==> src/rtl/tt_sel_seq.sv <==
// tt_sel_seq: converts a requested design address into the select-chain
// pulse train (optional chain reset, N increment pulses, enable update)
// and tracks which address the mux tree currently has selected.
module tt_sel_seq #(
  parameter int ADDR_W = 10,
  parameter int PHASE  = 2
) (
  input  logic              clk,
  input  logic              rst,
  input  logic              req_valid,
  output logic              req_ready,
  input  logic [ADDR_W-1:0] req_addr,
  input  logic              req_ena,
  output logic              sel_valid,
  output logic [ADDR_W-1:0] cur_addr,
  output logic              ctrl_sel_rst_n,
  output logic              ctrl_sel_inc,
  output logic              ctrl_ena
);

  localparam int PW = $clog2(PHASE) + 1;
  localparam logic [PW-1:0] PH_LAST = PW'(PHASE - 1);

  typedef enum logic [2:0] {IDLE, RST_LO, RST_HI, INC_HI, INC_LO} state_t;

  state_t            state_q, state_d;
  logic [PW-1:0]     phase_q, phase_d;
  logic [ADDR_W-1:0] rem_q, rem_d;
  logic [ADDR_W-1:0] tgt_q, tgt_d;
  logic              ena_req_q, ena_req_d;
  logic [ADDR_W-1:0] cur_q, cur_d;
  logic              valid_q, valid_d;
  logic              ena_q, ena_d;
  logic              rstn_q, rstn_d;
  logic              inc_q, inc_d;
  logic              accept;
  logic              phase_end;
  logic              finish;

  assign req_ready      = (state_q == IDLE);
  assign accept         = req_valid & req_ready;
  assign phase_end      = (phase_q == PH_LAST);
  assign sel_valid      = valid_q;
  assign cur_addr       = cur_q;
  assign ctrl_sel_rst_n = rstn_q;
  assign ctrl_sel_inc   = inc_q;
  assign ctrl_ena       = ena_q;

  // Next-state, phase timing, increment bookkeeping and pin levels.
  always_comb begin
    state_d   = state_q;
    phase_d   = phase_q;
    rem_d     = rem_q;
    tgt_d     = tgt_q;
    ena_req_d = ena_req_q;
    cur_d     = cur_q;
    valid_d   = valid_q;
    ena_d     = ena_q;
    finish    = 1'b0;

    // Phase counter only runs while sequencing; it wraps at every phase end
    // so it is back at zero whenever the block returns to IDLE.
    if (state_q != IDLE) begin
      phase_d = phase_end ? '0 : phase_q + PW'(1);
    end

    case (state_q)
      IDLE: begin
        if (accept) begin
          if (valid_q && (req_addr == cur_q)) begin
            // Already selected: only the enable needs updating.
            ena_d = req_ena;
          end else begin
            ena_d     = 1'b0;
            tgt_d     = req_addr;
            ena_req_d = req_ena;
            phase_d   = '0;
            if (valid_q && (req_addr > cur_q)) begin
              // Chain can only count up, so forward moves skip the reset.
              rem_d   = req_addr - cur_q;
              state_d = INC_HI;
            end else begin
              rem_d   = req_addr;
              valid_d = 1'b0;
              state_d = RST_LO;
            end
          end
        end
      end
      RST_LO: begin
        if (phase_end) state_d = RST_HI;
      end
      RST_HI: begin
        if (phase_end) begin
          if (rem_q == '0) finish = 1'b1;
          else             state_d = INC_HI;
        end
      end
      INC_HI: begin
        if (phase_end) state_d = INC_LO;
      end
      INC_LO: begin
        if (phase_end) begin
          rem_d = rem_q - ADDR_W'(1);
          if (rem_q == ADDR_W'(1)) finish = 1'b1;
          else                     state_d = INC_HI;
        end
      end
      default: state_d = IDLE;
    endcase

    if (finish) begin
      state_d = IDLE;
      ena_d   = ena_req_q;
      cur_d   = tgt_q;
      valid_d = 1'b1;
    end

    // Pin levels follow the state being entered, so each pin phase lines up
    // exactly with its state's dwell time and the two pins never overlap.
    rstn_d = (state_d != RST_LO);
    inc_d  = (state_d == INC_HI);
  end

  // Control state and registered outputs, asynchronously reset.
  always_ff @(posedge clk or posedge rst) begin
    if (rst) begin
      state_q <= IDLE;
      phase_q <= '0;
      cur_q   <= '0;
      valid_q <= 1'b0;
      ena_q   <= 1'b0;
      rstn_q  <= 1'b1;
      inc_q   <= 1'b0;
    end else begin
      state_q <= state_d;
      phase_q <= phase_d;
      cur_q   <= cur_d;
      valid_q <= valid_d;
      ena_q   <= ena_d;
      rstn_q  <= rstn_d;
      inc_q   <= inc_d;
    end
  end

  // Captured request data; only consumed after an accept, so no reset.
  always_ff @(posedge clk) begin
    rem_q     <= rem_d;
    tgt_q     <= tgt_d;
    ena_req_q <= ena_req_d;
  end

endmodule

==> config.mk <==
export PLATFORM = sky130hd
export DESIGN_NAME = tt_sel_seq
export DESIGN_NICKNAME = d
export VERILOG_FILES = /design/src/rtl/tt_sel_seq.sv
export SDC_FILE = /design/constraint.sdc
export NUM_CORES = 1
export LEC_CHECK = 0
export CORE_ASPECT_RATIO = 0.8
export CORE_UTILIZATION = 34
export CTS_BUF_LIST = sky130_fd_sc_hd__clkbuf_8 sky130_fd_sc_hd__clkbuf_16
export CTS_CLUSTER_SIZE = 14
export DETAILED_ROUTE_END_ITERATION = 7
export PLACE_DENSITY = 0.6
export SETUP_SLACK_MARGIN = 0.4
export SLEW_MARGIN = 20
export SYNTH_ARGS = -nofsm -noshare
export SYNTH_HDL_FRONTEND = slang
export SYNTH_SLANG_ARGS = --single-unit
==> constraint.sdc <==
create_clock -name clk -period 5.65 [get_ports clk]
set_input_delay 1.13 -clock clk [delete_from_list [all_inputs] [get_ports clk]]
set_output_delay 1.13 -clock clk [all_outputs]
set_load 0.02 [all_outputs]
After elaboration in Yosys (flattened, before gate mapping)

Cells that the tools add are included.
W data, S select, Z words.

Bits in registers: 40
Logic and storage cells: 77
Output and inout port bits: 15
Input port bits: 14

$lt $le $gt $ge: 1
$add $sub $neg: 3
Reduce and logical (&&, ||, !) cells: 12
Multiplexer cells: 35
Bitwise operators: 2
Eq/ne operators: 14

Operator list:

| operator                | count |
|---|---|
| $mux W10                | 4 |
| $mux W3                 | 9 |
| $pmux W10 S2            | 1 |
| $pmux W3 S5             | 1 |
| $mux W1                 | 13 |
| $mux W2                 | 6 |
| $eq A10 B1 Y1 const B   | 1 |
| $eq A10 B10 Y1          | 1 |
| $gt A10 B10 Y1          | 1 |
| $logic_not A10 Y1       | 1 |
| $sub A10 B1 Y10 const B | 1 |
| $sub A10 B10 Y10        | 1 |
| $eq A3 B2 Y1 const B    | 3 |
| $ne A2 B2 Y1 const B    | 4 |
| $reduce_and A4 Y1       | 2 |
| $reduce_bool A2 Y1      | 3 |
| $eq A3 B1 Y1 const B    | 1 |
| $eq A3 B3 Y1 const B    | 1 |
| $logic_not A3 Y1        | 1 |
| $ne A3 B1 Y1 const B    | 1 |
| $reduce_and A3 Y1       | 1 |
| $reduce_bool A3 Y1      | 1 |
| $add A2 B1 Y2 const B   | 1 |
| $eq A2 B1 Y1 const B    | 1 |
| other kinds (6)         | 7 |

Depth between registers and ports, before layout

Word-level depth: 8
Mapped depth: 11
Mapped depth without buffers: 10

Least setup slack after synthesis

Ideal clock, no wire load.

Path kind: input to register
From: input port req_addr[0]
To: register rem_q[1], data pin
Slack: 2.566 ns
Arrival: 2.815 ns
Stages: 11
Path buffers: 1
Library setup time: 0.269 ns
Required time: 5.381 ns
Path through: inv_1 > ha_1 > inv_1 > fa_1 > a21o_1 > nand4_1 > a21oi_1 > o21ai_2 > buf_6 > mux2i_1 > mux2i_1

Word-level cells in the longest chain between the ends: 6
Elaborated cells on any way between the ends: 7
Classes of those cells: add/sub: 1; order compare: 1; mux: 4; reduce/logical: 1

RTL lines:

| element              | RTL line | text |
|---|---|---|
| from (decl)          | 12       | `input logic [ADDR_W-1:0] req_addr,` |
| $gt A10 B10 Y1       | 78       | `if (valid_q && (req_addr > cur_q)) begin` |
| $logic_and A1 B1 Y1  | 78       |  |
| $mux W10 *           | 78       |  |
| $mux W10 *           | 70       | `if (valid_q && (req_addr == cur_q)) begin` |
| $mux W10 *           | 69       | `if (accept) begin` |
| $pmux W10 S2 *       | 67       | `case (state_q)` |
| named net rem_d[1]   | 28       | `logic [ADDR_W-1:0] rem_q, rem_d;` |
| to (signal assigned) | 148      | `rem_q <= rem_d;` |
| to (decl)            | 28       |  |

The timed path passes the listed nets; every way through them passes the cells marked *. The select of a mux whose other input is x is not followed.
A chain may end at the register's enable or synchronous reset.

Worst setup path after layout

From: input port req_addr[0]
To: register rem_q[3], data pin

The elaborated chain is that of the path after synthesis.

==> qor_table.md <==
| Metric | This run |
| --- | --- |
| Result of the run | finished clean |
| Hold/Removal Path Class | flop to flop |
| Synthesized flop and latch total | 40 |
| CTS tree | built |
| Headroom to the max-slew limit | 44.08% |
| Wire length of the first global-routing pass | 8.217 mm |
| Starting utilization of the core area | 36.34% |
| Max Buffers Root-to-Sink | 2 |
| Layout cell share with drive strength beyond 1 | 11.07% |
| Hold Violations, Final | 0 |
| Post-route clock skew | 0.01120 ns |
| Design Power | 0.9636 mW |
| Internal power of the cells | 0.6165 mW |
| Clock network fraction of total power | 19.2% |
| Startpoint class of the critical path | input pin |
| Total length of routed wires | 5.126 mm |
| Number of buffers added by the clock tree synthesis step | 5 |
| Via count of the first global-routing pass | 1603 |
| Wire length per cell after detailed routing | 15.21 um |
| TritonCTS Sinks | 40 |
| Synthesized net count | 250 |
| Die height | 77.15 um |
| Insertion delay to the later sink of the worst-skew pair | 0.30 ns |
| DR vias/cell | 5.178 |
| Diodes inserted | 0 |
| Via total after detailed routing | 1745 |
| Sequential cell area fraction in the yosys report | 46.14% |
| Achievable Freq | 267.0 MHz |
| Post-synth ARST share | 47.50% |
| Detail Route met3 WL | 361 um |
| Synthesis-to-layout area growth | 17.99% |
| Maximum cell stage delay along the critical path | 0.66 ns |
| Required time at the worst-slack endpoint | 5.67 ns |
| Number of antenna violations at the first check in global routing | 0 |
| Crit path cell chain | clkdlybuf4s50_1 -> inv_1 -> ha_1 -> inv_1 -> fa_1 -> a21o_1 -> nand4_1 -> a21oi_1 -> o21ai_2 -> mux2i_1 -> a21oi_1 |
| Instance count of the mapped netlist | 222 |
| Clock tree root driver cell | sky130_fd_sc_hd__clkbuf_8 |
| # DRC | 0 |
| Final HPWL from detailed placement | 3.731 mm |
| Met1 routed wirelength after detailed routing | 2.500 mm |
| Count of hold-fix buffers inserted at cts | 0 |
| Standby leakage power | 1.146 nW |
| Setup Viol. Count Final | 0 |
| First-iteration detailed-routing DRC count | 52 |
| Number of detailed-routing iterations run before antenna repair | 4 |
| Post-CTS Setup Inserts | 0 |
| Unrepaired setup endpoints after global routing | false |
| CTS resizes | 0 |
| Final antenna-violating net count | 0 |
| Cell area power density | 340.3 mW/mm2 |
| Netlist area before placement | 0.002400 mm2 |
| Number of flops mapped to enable cells by yosys | 21 |
| Share of total power consumed by net switching | 36.02% |
| Count of different cell masters after synthesis | 50 |
| Number of slew-limit violations in the final report | 0 |
| Maximum number of pins on one net before global-route repair | 20 |
| Total length of routed met2 wires | 2.155 mm |
| Mapped Avg Cell Area | 10.81 um2 |
| Total core area | 0.006604 mm2 |
| Fraction of power consumed by combinational cells | 34.5% |
| Worst supply voltage drop on vdd | 119.8 uV |
| Share of total power in sequential cells | 46.2% |
| Clock edge transition at the registers on the reported setup and hold paths | 0.07 ns |
| Total net switching power | 0.3471 mW |
| Final net count | 280 |
| Worst endpoint data arrival time | 3.77 ns |
| Min Tclk post-route | 3.746 ns |
| Class of the most critical setup path | input pin to flop |
| Number of buffers inserted by port buffering | 28 |
| GRT overflow | 0 |
| Final clock period utilization by the worst path | 66.30% |
| Number of core rows | 26 |
| Final GP Congestion | 0.8073 |
| Slowest library cell on the worst path | sky130_fd_sc_hd__o21ai_2 |
| Nature of the critical path endpoint | flop |
| Most frequently used flop master after synthesis | sky130_fd_sc_hd__edfxtp_1 |
| Die width | 95.93 um |
| Die Footprint | 0.007401 mm2 |
| Ys Warns | 0 |
| Final sum of negative setup slack | 0 ns |
| Pin slew with the least headroom to its limit | 0.8378 ns |
| Clock H-tree levels | 2 |
| Total track usage | 15.00% |
| MaxCap Viol Count | 0 |
| I/O pin total | 29 |
| CP Max Fanout | 16 |
| Highest signal layer in the routed design | met4 |
==> state kept, by name, indices dropped and copies added, names as in the netlist <==
register,count
rem_q,10
ctrl_ena,1
state_q,3
sel_valid,1
cur_addr,10
ctrl_sel_rst_n,1
phase_q,2
ctrl_sel_inc,1
tgt_q,10
ena_req_q,1
==> cell type report <==
type                    count  area (um2)
fillers                   647        3772
well taps                  84       105.1
clock inverters             3       12.51
repair buffers             28       280.3
flip-flops and latches     40        1107
clock buffers               5       68.82
multi-input cells         157        1182
inverters                  20       75.07
==> layer usage <==
metal  track usage [%]  up-vias
li1                  -      859
met1             21.45      819
met2             20.93       56
met3             4.266       11
met4             6.119        0
met5                 0        -
==> Yosys cell counts, drive strengths merged, types with 2 or more instances <==
| master | n | share of area, % |
|---|---|---|
| nor2 | 13 | 2.0 |
| and4 | 3 | 1.1 |
| nand2b | 3 | 0.89 |
| nand3 | 8 | 1.9 |
| ha | 13 | 6.8 |
| or3 | 2 | 0.52 |
| nand2 | 19 | 3.0 |
| and2 | 2 | 0.52 |
| buf | 3 | 1.1 |
| xnor2 | 7 | 2.6 |
| a21oi | 15 | 3.1 |
| mux2 | 11 | 6.1 |
| xor2 | 8 | 2.9 |
| o22ai | 2 | 0.52 |
| o21ai | 13 | 2.9 |
| mux2i | 7 | 2.9 |
| dfrtp | 18 | 19 |
| nor3 | 4 | 0.83 |
| nand4 | 2 | 0.52 |
| clkbuf | 2 | 0.31 |
| nor4 | 2 | 1.4 |
| nand3b | 2 | 0.63 |
| a21o | 4 | 1.3 |
| inv | 20 | 3.1 |
| edfxtp | 21 | 26 |
==> placed cells by master, fill, tap and decap left out, types with 8 or more instances in the layout <==
master / netlist / final
sky130_fd_sc_hd__xor2_1: 8 / 8
sky130_fd_sc_hd__inv_1: 20 / 22
sky130_fd_sc_hd__nand2_1: 19 / 19
sky130_fd_sc_hd__a21oi_1: 15 / 15
sky130_fd_sc_hd__o21ai_0: 12 / 12
sky130_fd_sc_hd__ha_1: 13 / 13
sky130_fd_sc_hd__nor2_1: 13 / 13
sky130_fd_sc_hd__edfxtp_1: 21 / 21
sky130_fd_sc_hd__clkdlybuf4s50_1: 0 / 28
sky130_fd_sc_hd__dfrtp_1: 18 / 18
==> worst paths after layout <==
| path | startpoint | end | slack, ns | cells past startpoint |
|---|---|---|---|---|
| min | tgt_q[3] | cur_addr[3] | 0.48 | 1 |
| min reg2reg | tgt_q[3] | cur_addr[3] | 0.48 | 1 |
| max | req_addr[0] | rem_q[3] | 1.90 | 11 |
| max in group asynchronous | rst | cur_addr[3] | 3.83 | 2 |
| max reg2reg | cur_addr[0] | rem_q[3] | 2.86 | 9 |
| min in group asynchronous | rst | cur_addr[0] | 1.29 | 2 |
==> metrics by stage <==
| stage | hold slack [ns] | std cells | setup slack (ns) | instance area (um2) | util (%) |
|---|---|---|---|---|---|
| after global routing | 0.4969 | 337 | 1.672 | 2831 | 42.88 |
| after detailed placement | 0.4660 | 329 | 1.639 | 2750 | 41.64 |
| after global placement | 0.4554 | 329 | 1.706 | 2750 | 41.64 |
| after CTS | 0.4852 | 337 | 1.905 | 2831 | 42.88 |
| final | 0.4781 | 337 | 1.904 | 2831 | 42.88 |
| after floorplan | 0.4553 | 222 | 2.566 | 2400 | - |
==> worst max-delay path: cells and delay by family <==
| family | cells | cell delay (ns) |
|---|---|---|
| simple gates | 1 | 0.14 |
| compound gates | 4 | 1.07 |
| mux | 1 | 0.29 |
| fa+ha+maj | 2 | 0.55 |
| buf+inv | 3 | 0.59 |
==> power groups by stage <==
stage          registers (mW)  logic, mW  clock network (mW)
2_1_floorplan           0.452      0.228                   0
3_3_place_gp            0.450      0.330                   0
3_5_place_dp            0.451      0.335                   0
4_1_cts                 0.445      0.337               0.192
5_1_grt                 0.455      0.373               0.207
6_report                0.445      0.333               0.185
==> cell families (layout without fill, tap and decap cells) <==
family                     after synthesis  count (layout)  synth area share, %
AOI/OAI and AO/OA                       45              45                12.10
DFF                                     40              40                46.14
buffers and inverters                   25              56                4.588
muxes                                   18              18                9.020
adders and majority gates               14              14                7.612
and+or+nand+nor                         65              65                15.07
xor gates and xnor gates                15              15                5.475
(Power assumes the default switching activity.)
